`config.mk`:
```
export PLATFORM = sky130hd
export DESIGN_NAME = irq_controller
export DESIGN_NICKNAME = d
export VERILOG_FILES = /design/src/rtl/irq_pkg.sv /design/src/rtl/irq_pick.sv /design/src/rtl/irq_controller.sv
export SDC_FILE = /design/constraint.sdc
export NUM_CORES = 1
export LEC_CHECK = 0
export ABC_AREA = 1
export CAP_MARGIN = 0
export CORE_ASPECT_RATIO = 1.2
export CORE_MARGIN = 2
export CORE_UTILIZATION = 32
export CTS_CLUSTER_DIAMETER = 150
export DETAILED_ROUTE_END_ITERATION = 7
export PLACE_DENSITY = 0.8
export SLEW_MARGIN = 20
export SYNTH_ARGS = -nofsm -noshare
export SYNTH_HDL_FRONTEND = slang
export SYNTH_SLANG_ARGS = --single-unit
export TNS_END_PERCENT = 1
```
`constraint.sdc`:
```
create_clock -name clk -period 1.6 [get_ports clk]
set_input_delay 0.32 -clock clk [delete_from_list [all_inputs] [get_ports clk]]
set_output_delay 0.32 -clock clk [all_outputs]
set_load 0.1 [all_outputs]
```
`src/rtl/irq_pkg.sv`:
```
// Shared definitions for the interrupt controller: register offsets, FSM encoding and source limits.
package irq_pkg;

    localparam int N_SRC_MAX = 16;
    localparam int ID_W      = 5;
    localparam int PTR_W     = 4;

    localparam logic [3:0] OFF_PEND  = 4'h0;
    localparam logic [3:0] OFF_MASK  = 4'h4;
    localparam logic [3:0] OFF_CAUSE = 4'h8;
    localparam logic [3:0] OFF_SET   = 4'hC;

    typedef enum logic [1:0] {
        ST_IDLE    = 2'd0,
        ST_ASSERT  = 2'd1,
        ST_SERVICE = 2'd2
    } irq_state_e;

    function automatic logic [31:0] cause_word(input logic valid, input logic [ID_W-1:0] id);
        return {valid, 26'b0, id};
    endfunction

endpackage

```
`src/rtl/irq_pick.sv`:
```
// Combinational winner selection: first set request at or after ptr, wrapping to index 0.
module irq_pick
    import irq_pkg::*;
#(
    parameter int N_SRC = 4
) (
    input  logic [N_SRC-1:0] req,
    input  logic [PTR_W-1:0] ptr,
    output logic [ID_W-1:0]  id,
    output logic             valid
);

    always_comb begin
        id    = '0;
        valid = 1'b0;
        // Upper segment [ptr, N_SRC) first, then wrap around to the lower one.
        for (int i = 0; i < N_SRC; i++) begin
            if (!valid && req[i] && (i >= int'(ptr))) begin
                valid = 1'b1;
                id    = ID_W'(i);
            end
        end
        for (int i = 0; i < N_SRC; i++) begin
            if (!valid && req[i]) begin
                valid = 1'b1;
                id    = ID_W'(i);
            end
        end
    end

endmodule

```
`src/rtl/irq_controller.sv`:
```
// Memory-mapped interrupt controller with PEND/MASK/CAUSE/SET registers and an IDLE/ASSERT/SERVICE FSM.
// Define IRQ_RR_EN for round-robin winner selection; the default build uses fixed lowest-index priority.
module irq_controller
    import irq_pkg::*;
#(
    parameter int          N_SRC     = 4,
    parameter logic [31:0] BASE_ADDR = 32'h40000030
) (
    input  logic             clk,
    input  logic             reset,
    input  logic [N_SRC-1:0] src,
    input  logic             kernel,
    input  logic             MemRd,
    input  logic             MemWr,
    input  logic [31:0]      Addr,
    input  logic [31:0]      WriteData,
    output logic [31:0]      ReadData,
    output logic             irq
);

    logic             sel;
    logic             wr_pend;
    logic             wr_mask;
    logic             wr_set;
    logic [N_SRC-1:0] wdata;
    logic [N_SRC-1:0] src_p0;
    logic [N_SRC-1:0] src_edge;
    logic [N_SRC-1:0] pend;
    logic [N_SRC-1:0] pend_next;
    logic [N_SRC-1:0] mask;
    logic [N_SRC-1:0] req;
    logic             cause_valid;
    logic [ID_W-1:0]  cause_id;
    logic [PTR_W-1:0] ptr;
    logic [ID_W-1:0]  pick_id;
    logic             pick_valid;
    logic             grant;
    irq_state_e       state;
    irq_state_e       state_next;
    logic             unused_wdata;

    assign sel     = (Addr[31:4] == BASE_ADDR[31:4]);
    assign wr_pend = MemWr && sel && (Addr[3:0] == OFF_PEND);
    assign wr_mask = MemWr && sel && (Addr[3:0] == OFF_MASK);
    assign wr_set  = MemWr && sel && (Addr[3:0] == OFF_SET);
    assign wdata   = WriteData[N_SRC-1:0];
    assign unused_wdata = ^WriteData;

    assign src_edge = src & ~src_p0;
    // Sets (edge or W1S) are ORed in after the W1C so a same-cycle edge wins.
    assign pend_next = (pend & ~(wr_pend ? wdata : '0)) | (wr_set ? wdata : '0) | src_edge;
    assign req       = pend & mask;

    irq_pick #(.N_SRC(N_SRC)) u_pick (
        .req   (req),
        .ptr   (ptr),
        .id    (pick_id),
        .valid (pick_valid)
    );

`ifdef IRQ_RR_EN
    logic [PTR_W-1:0] rr_ptr;

    always_ff @(posedge clk) begin
        if (!reset) begin
            rr_ptr <= '0;
        end else if (grant) begin
            rr_ptr <= (pick_id == ID_W'(N_SRC - 1)) ? '0 : pick_id[PTR_W-1:0] + 1'b1;
        end
    end

    assign ptr = rr_ptr;
`else
    assign ptr = '0;
`endif

    always_ff @(posedge clk) begin
        if (!reset) begin
            state <= ST_IDLE;
        end else begin
            state <= state_next;
        end
    end

    always_comb begin
        state_next = state;
        grant      = 1'b0;
        irq        = 1'b0;
        case (state)
            ST_IDLE: begin
                if (pick_valid && !kernel) begin
                    state_next = ST_ASSERT;
                    grant      = 1'b1;
                end
            end
            ST_ASSERT: begin
                irq = 1'b1;
                if (kernel) begin
                    state_next = ST_SERVICE;
                end
            end
            ST_SERVICE: begin
                if (!kernel) begin
                    state_next = ST_IDLE;
                end
            end
            default: state_next = ST_IDLE;
        endcase
    end

    // Register file and cause latch
    always_ff @(posedge clk) begin
        if (!reset) begin
            src_p0      <= '0;
            pend        <= '0;
            mask        <= '0;
            cause_valid <= 1'b0;
            cause_id    <= '0;
        end else begin
            src_p0 <= src;
            pend   <= pend_next;
            if (wr_mask) begin
                mask <= wdata;
            end
            if (grant) begin
                cause_valid <= 1'b1;
                cause_id    <= pick_id;
            end else if ((state == ST_SERVICE) && !kernel) begin
                cause_valid <= 1'b0;
            end
        end
    end

    always_comb begin
        ReadData = '0;
        if (MemRd && sel) begin
            case (Addr[3:0])
                OFF_PEND:  ReadData = 32'(pend);
                OFF_MASK:  ReadData = 32'(mask);
                OFF_CAUSE: ReadData = cause_word(cause_valid, cause_id);
                default:   ReadData = '0;
            endcase
        end
    end

endmodule

```
==> metrics.csv, run 1 <==
stage,metric,value,unit
logic_synthesis,Mapped Area,1280,sq um
finish,Fillers,370,
finish,Layout Cells excl Fill,320,
global_route,Total GRT Usage,0.147,
floorplanning,die boundary width,61.7,um
sta,fin crit share,1.16,
route,post-route ant nets,0,
job,Max-Cap Viols,0,
sta,setup repair after global routing missed its margin,yes,
cts,clk slew on worst S/H paths,0.07,ns
setup_path,R2R Path Start,state[1]$_SDFFE_PN0P_,
power_and_ir_drop,Design Power,0.00127,W
setup_path,Critical path destination,ReadData[0],
global_route,initial antenna violation count,0,
cts,Max clock buf depth,2,
worst_hold_path,Worst Hold Depth,2,
logic_synthesis,sequential fraction of the synthesis area,0.267,
logic_synthesis,Mapped Cells,195,
logic_synthesis,"Distinct cells, synth",24,
route,drt wl/cell,10.1,um
cts,cts hold-fix bufs,0,
setup_path,Critical Path Source,Addr[10],
setup_path,worst reg2reg path depth,6,
cts,CTS tree,built,
cts,# H-tree levels,1,
route,DRC,0,
finish,Synth-to-Final Area Change,65.0,%
setup_path,critical path class,input pin to output port,
place,Port Buffers,50,
floorplanning,row cnt,25,
setup_path,startpoint type of the worst setup path,input pin,
setup_path,Worst Path Arrival,1.53,ns
cts,CTS root buf,clkbuf_8,
outcome,failing checks,negative setup slack,
floorplanning,Core Area,3880,sq um
route,DRT iter0 DRCs,34,
power_and_ir_drop,PwrDens,602,nW/um^2
sta,Setup Skew,0.00301,ns
sta,Max Clock Freq,540,MHz
setup_path,CP Max Fanout,3,
sta,Final Critical Period,1.85,ns
place,post-DP HPWL,2.58,mm
cts,clock sinks,17,
power_and_ir_drop,Worst VDD drop,0.000458,V
logic_synthesis,Seq cells post-synth,17,
global_route,largest net degree at the start of global routing,10,
global_route,vias in the first global route,1276,
sta,setup TNS,-1.18,ns
route,routed vias,1396,
cts,Worst-Skew Late Latency,0.25,ns
sta,Final Hold Viols,0,
sta,"Slew Viols, Final",0,
floorplanning,die height,73.2,um
sta,final setup violation count,5,
setup_path,RR Endpoint,cause_id[0]$_SDFFE_PN0P_,
setup_path,"Req. time, crit path",1.28,ns
cts,CTS Buf Count,3,
outcome,status,"finished, violations left",
route,DRT Pass-1 Iters,4,
route,drt total wl,3.23,mm
worst_hold_path,Hold WC Path Type,flip-flop to flip-flop,
place,placed insts,312,
floorplanning,Top Ports,106,
place,Placer Congestion,0.870,
floorplanning,die area,4510,sq um
finish,number of nets in the final layout,340,
global_route,first-pass GRT wire length,5.09,mm
power_and_ir_drop,Leakage,0.905,nW
route,vias per cell,4.36,
finish,Antenna diodes,0,
finish,Final Util,0.543,
logic_synthesis,Yosys Warn Count,0,
finish,share of cells above drive strength 1,0.305,
setup_path,FF-to-FF setup slack,0.39,ns
floorplanning,Initial Utilization,0.329,
sta,fin worst setup slack,-0.253,ns
global_route,gr ovfl total,0,
logic_synthesis,"Avg Cell Area, Syn",6.54,sq um
setup_path,crit path capture type,output port,
## logic make-up (layout without fill, tap and decap cells)
kind of cell,Yosys count,after routing,synth area share
other cells,1,27,0.00294
flops,17,17,0.267
compound gates,23,23,0.108
xor+xnor,1,1,0.00686
buf+inv,56,101,0.245
simple gates,97,97,0.371
## how the worst min path moves through the flow
| stage | from | end | slack [ns] |
|---|---|---|---|
| 3_3_place_gp | mask[2]$_SDFFE_PN0P_ | mask[2]$_SDFFE_PN0P_ | 0.45 |
| 4_1_cts | mask[2]$_SDFFE_PN0P_ | mask[2]$_SDFFE_PN0P_ | 0.47 |
| 5_1_grt | cause_valid$_SDFFE_PN0P_ | cause_valid$_SDFFE_PN0P_ | 0.49 |
| 2_1_floorplan | src[0] | src_p0[0]$_SDFF_PN0_ | 0.41 |
| 3_5_place_dp | mask[2]$_SDFFE_PN0P_ | mask[2]$_SDFFE_PN0P_ | 0.46 |
| 6_report | mask[2]$_SDFFE_PN0P_ | mask[2]$_SDFFE_PN0P_ | 0.47 |
## per-layer routing
layer / part of all wire / global-route usage / up-vias / wire length, um
li1: - / - / 723 / -
met1: 0.39 / 0.159 / 613 / 1260
met2: 0.52 / 0.273 / 56 / 1660
met3: 0.088 / 0.0266 / 4 / 285
met4: 0.0068 / 0.0544 / 0 / 22
met5: 0 / 0 / - / 0
## cell usage in the layout (no fill, tap or decap), types with 4 or more instances in the layout
cell and instances:
buf_4 17, buf_6 10, buf_12 7, inv_1 22, clkdlybuf4s50_1 12, nor2_4 7, dfxtp_1 17, nor3_1 4
nor2_1 18, buf_2 7, inv_2 5, o21ai_1 7, clkdlybuf4s15_1 7, a21oi_1 10, nand2_1 40, nand4_1 10
dlygate4sd2_1 6, a21oi_2 4, conb_1 27, nor2_2 4
## sequential cells by signal, summed over array words and instances (netlist names)
name / count
cause_id: 2
src_p0: 4
cause_valid: 1
mask: 4
pend: 4
state: 2
## where the power goes
part	switching [W]	internal, W
clock	0.000141	0.000176
sequential	0.00000885	0.000436
combinational	0.000377	0.000129
total	0.000526	0.000742
## what timing repair did
action,CTS,global route
cloned,0,0
setup endpoints to repair,13,5
pin swaps,19,9
resized for setup,108,16
setup buffers,3,1
## Yosys cell counts
cell,count,share of area
nand2_1,40,0.12
buf_4,27,0.16
nor2_1,26,0.076
inv_1,22,0.065
dfxtp_1,17,0.27
a21oi_1,10,0.039
nand4_1,10,0.049
inv_2,5,0.015
nand3_1,5,0.020
nor4_1,5,0.025
o21ai_1,5,0.020
a21oi_2,4,0.027
nor3_1,4,0.016
a221oi_1,2,0.014
nor2_2,2,0.0098
nor3_4,2,0.025
o21ai_0,2,0.0078
buf_2,1,0.0039
clkbuf_1,1,0.0029
conb_1,1,0.0029
nand3b_4,1,0.016
nor2_4,1,0.0088
nor3_2,1,0.0078
xnor2_1,1,0.0069
## through the flow
step	setup slack [ns]	hold WS, ns	area, sq um
floorplan	-0.379	0.413	1410
global placement	-0.666	0.452	1960
detailed placement	-0.653	0.459	1960
CTS	-0.278	0.474	2060
global route	-0.302	0.492	2110
finish	-0.253	0.472	2110
## worst max-delay path: stages
cell,delay [ns]
buf_2,0.12
nor4_2,0.27
nand4_1,0.15
nor2_2,0.14
nand3_2,0.10
buf_6,0.15
nor2_4,0.10
buf_12,0.18
## final cells by class
cell class	count	area, sq um	share of cell area
multi-input combinational	148	851	0.404
tap	54	67.6	0.0321
timing repair buffer	70	701	0.333
sequential	17	340	0.162
clock buffer	4	45.0	0.0214
inverter	27	101	0.0481
Power figures use the tool's default switching activity.
==> inputs of run 2 (changes only) <==
ABC_AREA = not set   (was 1)
CORE_MARGIN = not set   (was 2)
CORE_UTILIZATION = 33   (was 32)
PLACE_DENSITY = 0.81   (was 0.8)
SLEW_MARGIN = 15   (was 20)
==> metrics.csv, run 2 <==
stage,metric,value,unit,change
outcome,status,"finished, violations left",,unchanged
outcome,failing checks,negative setup slack,,unchanged
finish,Layout Cells excl Fill,269,,was 320
place,post-DP HPWL,2.35,mm,was 2.58 mm
floorplanning,die boundary width,59.2,um,was 61.7 um
sta,final setup violation count,10,,was 5
place,Port Buffers,50,,unchanged
sta,Final Hold Viols,0,,unchanged
global_route,initial antenna violation count,0,,unchanged
power_and_ir_drop,Clk pwr share,0.254,,was 0.250
cts,CTS tree,built,,unchanged
place,Placer Congestion,0.838,,was 0.870
logic_synthesis,post-synthesis async set-or-reset flop share,0,,unchanged
sta,fin crit share,1.27,,was 1.16
place,placed insts,261,,was 312
floorplanning,Initial Utilization,0.351,,was 0.329
worst_hold_path,Hold WC Path Type,flip-flop to flip-flop,,unchanged
logic_synthesis,Synth top area share,0.262,,was 0.267
logic_synthesis,Seq cells post-synth,17,,unchanged
cts,CTS root buf,clkbuf_8,,unchanged
logic_synthesis,largest area contributor in the netlist,dfxtp_1,,unchanged
setup_path,critical path class,input pin to output port,,unchanged
finish,Synth-to-Final Area Change,61.2,%,was 65.0%
sta,Final Critical Period,2.03,ns,was 1.85 ns
setup_path,startpoint type of the worst setup path,input pin,,unchanged
finish,Sequential Area,340,sq um,unchanged
sta,Max Clock Freq,493,MHz,was 540 MHz
sta,setup TNS,-2.13,ns,was -1.18 ns
setup_path,crit path capture type,output port,,unchanged
floorplanning,Top Ports,106,,unchanged
setup_path,CP Max Fanout,4,,was 3
job,Max-Cap Viols,0,,unchanged
cts,clock sinks,17,,unchanged
finish,most frequent cells in the layout,"conb_1 (27), buf_4 (24), dfxtp_1 (17), clkdlybuf4s50_1 (12), nand2_1 (10)",,"was nand2_1 (40), conb_1 (27), inv_1 (22), nor2_1 (18)"
logic_synthesis,number of synthesized flops with an enable pin,0,,unchanged
finish,multi-input logic area,917,sq um,was 851 sq um
logic_synthesis,most frequent cell after synthesis,buf_4,,was nand2_1
logic_synthesis,Mapped Cells,143,,was 195
cts,# H-tree levels,1,,unchanged
sta,setup repair after global routing missed its margin,yes,,unchanged
place,pre-CTS setup slack,-0.774,ns,was -0.653 ns
cts,Max clock buf depth,2,,unchanged
global_route,vias in the first global route,1167,,was 1276
logic_synthesis,sequential fraction of the synthesis area,0.262,,was 0.267
global_route,first-pass GRT wire length,4.93,mm,was 5.09 mm
logic_synthesis,Post-synth top cells,"buf_4 (27), dfxtp_1 (17), nand2_1 (13), nor2b_1 (8), o31a_1 (6)",,"was nand2_1 (40), buf_4 (27), nor2_1 (26), inv_1 (22), dfxtp_1 (17)"
logic_synthesis,"Avg Cell Area, Syn",9.07,sq um,was 6.54 sq um
floorplanning,row cnt,24,,was 25
power_and_ir_drop,sw frac,0.407,,was 0.415
sta,fin worst setup slack,-0.427,ns,was -0.253 ns
sta,Setup Skew,0.00262,ns,was 0.00301 ns
cts,clk slew on worst S/H paths,0.07,ns,about the same
global_route,gr ovfl total,0,,unchanged
place,Placed Area,1990,sq um,was 1960 sq um
finish,Fillers,325,,was 370
logic_synthesis,Synth area leaders,"dfxtp_1 (26%), buf_4 (16%), nor4_4 (4.9%)",,"was dfxtp_1 (27%), buf_4 (16%), nand2_1 (12%)"
logic_synthesis,Yosys Warn Count,0,,unchanged
power_and_ir_drop,Power Internal,0.000751,W,was 0.000742 W
power_and_ir_drop,logic gate share of total power,0.394,,was 0.399
finish,share of cells above drive strength 1,0.364,,was 0.305
setup_path,Worst Path Buf+Inv,2,,was 3
setup_path,Worst Path Arrival,1.71,ns,was 1.53 ns
sta,"Slew Viols, Final",0,,unchanged
route,routed vias,1198,,was 1396
finish,Antenna diodes,0,,unchanged
route,DRT Pass-1 Iters,3,,was 4
power_and_ir_drop,switching power,0.000516,W,was 0.000526 W
floorplanning,die height,70.7,um,was 73.2 um
setup_path,critical path's largest stage delay,0.32,ns,was 0.27 ns
floorplanning,Core Area,3690,sq um,was 3880 sq um
setup_path,crit path cell chain,dlygate4sd2_1 -> nor2_2 -> nand2_2 -> nor4_4 -> nor3b_4 -> buf_12,,was buf_2 -> nor4_2 -> nand4_1 -> nor2_2 -> nand3_2 -> buf_6 -> nor2_4 -> buf_12
power_and_ir_drop,PwrDens,605,nW/um^2,was 602 nW/um^2
setup_path,"Req. time, crit path",1.28,ns,about the same
route,vias per cell,4.45,,was 4.36
power_and_ir_drop,sequential share of power,0.352,,was 0.351
route,drt wl/cell,11.2,um,was 10.1 um
finish,final instance area,2090,sq um,was 2110 sq um
finish,Largest regs,"mask: 4 flops, pend: 4 flops, src_p0: 4 flops",,unchanged
cts,Worst-Skew Late Latency,0.25,ns,about the same
floorplanning,die area,4190,sq um,was 4510 sq um
route,drt total wl,3.03,mm,was 3.23 mm
cts,CTS Buf Count,3,,unchanged
finish,"most common cell after layout, fill and taps aside",conb_1,,was nand2_1
power_and_ir_drop,Leakage,0.904,nW,was 0.905 nW
route,DRC,0,,unchanged
setup_path,slowest library cell on the worst path,nor4_4,,was nor4_2
setup_path,"delay-heaviest family, CP",simple AND/OR/NAND/NOR gates,,unchanged
logic_synthesis,Main synth FF type,dfxtp_1,,unchanged
global_route,Total GRT Usage,0.153,,was 0.147
logic_synthesis,Mapped Area,1300,sq um,was 1280 sq um
route,DRT iter0 DRCs,9,,was 34
power_and_ir_drop,Worst VDD drop,0.000424,V,was 0.000458 V
route,post-route ant nets,0,,unchanged
logic_synthesis,"Distinct cells, synth",38,,was 24
global_route,largest net degree at the start of global routing,18,,was 10
power_and_ir_drop,Design Power,0.00127,W,about the same
finish,number of nets in the final layout,291,,was 340
[run 2: changes by cell type after synthesis, moves of 5 or more]
| cell | change |
|---|---|
| nand4_1 | -10 |
| nor2b_1 | +8 |
| nand2_1 | -27 |
| nor2_1 | -22 |
| inv_1 | -18 |
| o31a_1 | +6 |
| a21oi_1 | -8 |
| inv_2 | -5 |
| o21ai_1 | -5 |
[run 2: worst paths after layout]
check,cells past startpoint,start,slack [ns],end
worst max-delay path,6,Addr[0],-0.43,ReadData[3]
worst min-delay path,2,cause_id[0]$_SDFFE_PN0P_,0.48,cause_id[0]$_SDFFE_PN0P_
worst max register to register,5,state[1]$_SDFFE_PN0P_,0.26,cause_valid$_SDFFE_PN0P_
worst min register to register,2,cause_id[0]$_SDFFE_PN0P_,0.48,cause_id[0]$_SDFFE_PN0P_
[run 2: per-stage QoR]
stage | hold WS, ns | util
2_1_floorplan | 0.442 | -
5_1_grt | 0.527 | 0.566
3_3_place_gp | 0.467 | 0.538
6_report | 0.484 | 0.566
3_5_place_dp | 0.482 | 0.538
4_1_cts | 0.489 | 0.560
[run 2: cells by family after synthesis]
group | Yosys count | share of synthesized area
AOI/OAI and AO/OA | 26 | 0.157
and+or+nand+nor | 59 | 0.346
other | 1 | 0.00289
muxes | 4 | 0.0309
xor gates and xnor gates | 1 | 0.00675
DFF | 17 | 0.262
buffers and inverters | 35 | 0.194
[run 2: cell type report]
cell class / count / share of cell area
Multi-Input combinational cell: 117 / 0.438
Timing Repair Buffer: 75 / 0.339
Sequential cell: 17 / 0.163
Tap cell: 52 / 0.0311
Clock buffer: 4 / 0.0215
Inverter: 4 / 0.00718
[run 2: repair_timing]
action                                  4_1_cts  5_1_grt
buffers inserted                              3        1
cloned                                        0        0
resized for setup                           103        7
hold buffers                                  0        0
endpoints found under the setup margin       13       13
pin swaps                                    19        5
[run 2: power groups by stage]
| stage | Clock, W | Combinational, W | Sequential (W) |
|---|---|---|---|
| after floorplan | 0 | 0.000391 | 0.000453 |
| after global placement | 0 | 0.000495 | 0.000455 |
| after detailed placement | 0 | 0.000500 | 0.000456 |
| after CTS | 0.000328 | 0.000494 | 0.000446 |
| after global routing | 0.000346 | 0.000520 | 0.000448 |
| final | 0.000321 | 0.000499 | 0.000446 |
[run 2: routing by layer]
layer | vias up | part of all wire | global-route usage | wire length (um)
li1 | 610 | - | - | -
met1 | 539 | 0.40 | 0.174 | 1220
met2 | 40 | 0.53 | 0.265 | 1600
met3 | 9 | 0.043 | 0.0201 | 131
met4 | 0 | 0.026 | 0.0899 | 80
met5 | - | 0 | 0 | 0
[run 2: worst register-to-register path, stage by stage, from the launching register on]
cell	delay, ns
dfxtp_1	0.34
or3_1	0.40
a21oi_1	0.24
buf_4	0.16
a21oi_1	0.04
nor2b_1	0.10
==> inputs of run 3 (changes only) <==
CORE_UTILIZATION = 30   (was 33)
PLACE_DENSITY = 0.78   (was 0.81)
RECOVER_POWER = 25   (was not set)
clock period = 1.85 ns   (was 1.6 ns; I/O delays follow)
==> metrics.csv, run 3 (same netlist as run 2, synthesis figures left out) <==
stage,metric,value,unit,change
route,drt total wl,2.86,mm,was 3.03 mm
setup_path,CP Max Fanout,4,,unchanged
sta,"Slew Viols, Final",0,,unchanged
finish,Fillers,393,,was 325
route,DRC,0,,unchanged
sta,setup TNS,-1.11,ns,was -2.13 ns
sta,final setup violation count,5,,was 10
finish,Antenna diodes,0,,unchanged
finish,Final Util,0.507,,was 0.566
sta,Setup Skew,0.00209,ns,was 0.00262 ns
sta,fin worst setup slack,-0.263,ns,was -0.427 ns
setup_path,Worst Path Arrival,1.74,ns,was 1.71 ns
outcome,status,"finished, violations left",,unchanged
finish,Layout Cells excl Fill,270,,was 269
global_route,Total GRT Usage,0.135,,was 0.153
cts,clk slew on worst S/H paths,0.06,ns,was 0.07 ns
power_and_ir_drop,Worst VDD drop,0.000390,V,was 0.000424 V
route,DRT Pass-1 Iters,4,,was 3
sta,Final Hold Viols,0,,unchanged
job,Max-Cap Viols,0,,unchanged
finish,Largest regs,"mask: 4 flops, pend: 4 flops, src_p0: 4 flops",,unchanged
cts,Worst-Skew Late Latency,0.25,ns,about the same
global_route,first-pass GRT wire length,4.75,mm,was 4.93 mm
finish,share of cells above drive strength 1,0.338,,was 0.364
place,post-DP HPWL,2.34,mm,was 2.35 mm
sta,Hold WS,0.489,ns,was 0.484 ns
cts,CTS tree,built,,unchanged
sta,slew margin rel.,0.630,,
floorplanning,Initial Utilization,0.322,,was 0.351
route,drt wl/cell,10.6,um,was 11.2 um
route,vias per cell,4.41,,was 4.45
floorplanning,die boundary width,62.0,um,was 59.2 um
route,routed vias,1191,,was 1198
cts,CTS Buf Count,3,,unchanged
worst_hold_path,Hold WC Path Type,flip-flop to flip-flop,,unchanged
global_route,largest net degree at the start of global routing,18,,unchanged
floorplanning,die area,4590,sq um,was 4190 sq um
setup_path,"delay-heaviest family, CP",simple AND/OR/NAND/NOR gates,,unchanged
global_route,gr ovfl total,0,,unchanged
setup_path,FF-to-FF setup slack,0.52,ns,was 0.26 ns
setup_path,crit path cell chain,buf_6 -> nor4b_4 -> nand4_2 -> nor4_4 -> nor3b_4 -> buf_12,,was dlygate4sd2_1 -> nor2_2 -> nand2_2 -> nor4_4 -> nor3b_4 -> buf_12
setup_path,critical path's largest stage delay,0.34,ns,was 0.32 ns
worst_hold_path,min-delay src,cause_id[0]$_SDFFE_PN0P_,,unchanged
floorplanning,row cnt,25,,was 24
sta,Slew @ Worst Pin,0.554,ns,
cts,Max clock buf depth,2,,unchanged
setup_path,slowest library cell on the worst path,nor4_4,,unchanged
setup_path,Worst Path Buf+Inv,2,,unchanged
floorplanning,Core Area,4040,sq um,was 3690 sq um
cts,cts hold-fix bufs,0,,unchanged
setup_path,startpoint type of the worst setup path,input pin,,unchanged
setup_path,Critical Path Source,Addr[22],,was Addr[0]
cts,# H-tree levels,1,,unchanged
place,Port Buffers,50,,unchanged
finish,Sequential Area,340,sq um,unchanged
place,placed insts,262,,was 261
finish,"most common cell after layout, fill and taps aside",conb_1,,unchanged
cts,CTS root buf,clkbuf_8,,unchanged
sta,fin crit share,1.14,,
power_and_ir_drop,PwrDens,526,nW/um^2,was 605 nW/um^2
sta,Final Critical Period,2.11,ns,
global_route,initial antenna violation count,0,,unchanged
setup_path,"Req. time, crit path",1.48,ns,was 1.28 ns
finish,most frequent cells in the layout,"conb_1 (27), buf_4 (23), dfxtp_1 (17), nand2_1 (12), clkdlybuf4s50_1 (11)",,"was conb_1 (27), buf_4 (24), dfxtp_1 (17), clkdlybuf4s50_1 (12), nand2_1 (10)"
finish,number of nets in the final layout,290,,was 291
power_and_ir_drop,Design Power,0.00108,W,was 0.00127 W
global_route,vias in the first global route,1111,,was 1167
cts,clock sinks,17,,unchanged
sta,setup repair after global routing missed its margin,yes,,unchanged
setup_path,crit path capture type,output port,,unchanged
finish,multi-input logic area,891,sq um,was 917 sq um
power_and_ir_drop,Leakage,0.892,nW,was 0.904 nW
route,DRT iter0 DRCs,18,,was 9
setup_path,R2R Path Start,state[1]$_SDFFE_PN0P_,,unchanged
sta,Max Clock Freq,473,MHz,
place,Placer Congestion,0.815,,was 0.838
setup_path,critical path class,input pin to output port,,unchanged
floorplanning,die height,74.0,um,was 70.7 um
route,post-route ant nets,0,,unchanged
floorplanning,Top Ports,106,,unchanged
finish,Synth-to-Final Area Change,57.8,%,was 61.2%
outcome,failing checks,negative setup slack,,unchanged
[run 3: cell types whose count changed in the layout (fill, tap and decap cells not counted), sizes merged]
cell,before,now
buf,45,43
clkbuf,6,8
clkdlybuf4s15,9,7
clkdlybuf4s50,12,11
dlygate4sd2,7,8
dlygate4sd3,0,1
[run 3: path summary, 6_finish.rpt]
path | end | cells after the start
worst max-delay path | ReadData[3] | 6
worst min-delay path | cause_id[0]$_SDFFE_PN0P_ | 2
worst max register to register | cause_valid$_SDFFE_PN0P_ | 5
worst min register to register | cause_id[0]$_SDFFE_PN0P_ | 2
[run 3: through the flow]
step,setup WS (ns),cell area (sq um)
final,-0.263,2050
after global routing,-0.365,2050
after CTS,-0.287,2050
after detailed placement,-0.606,1980
after global placement,-0.567,1980
after floorplan,-0.612,1440
[run 3: metal layers]
layer	global-route usage	vias up	wire length, um
li1	-	614	-
met5	0	-	0
met1	0.171	536	1210
met3	0.0226	2	150
met2	0.233	39	1490
met4	0.0370	0	18
[run 3: repair_timing]
action                     4_1_cts  5_1_grt
setup endpoints to repair       13       13
gates resized for setup         91       10
buffers inserted                 3        1
pin swaps                       15        4
[run 3: where the power goes]
part	internal, W	switching, W	leakage, nW
Clock	0.000152	0.000117	0.0228
Sequential	0.000378	0.00000902	0.139
Combinational	0.000112	0.000307	0.730
[run 3: worst register-to-register path, stage by stage, from the launching register on]
cell	delay [ns]
dfxtp_1	0.35
or3_1	0.43
a21oi_1	0.21
buf_4	0.15
a21oi_1	0.03
nor2b_1	0.10
[run 3: final cells by class]
cell class / count / share of cell area
multi-input combinational: 117 / 0.435
timing repair buffer: 74 / 0.336
sequential: 17 / 0.166
tap: 54 / 0.0330
clock buffer: 4 / 0.0220
inverter: 4 / 0.00733
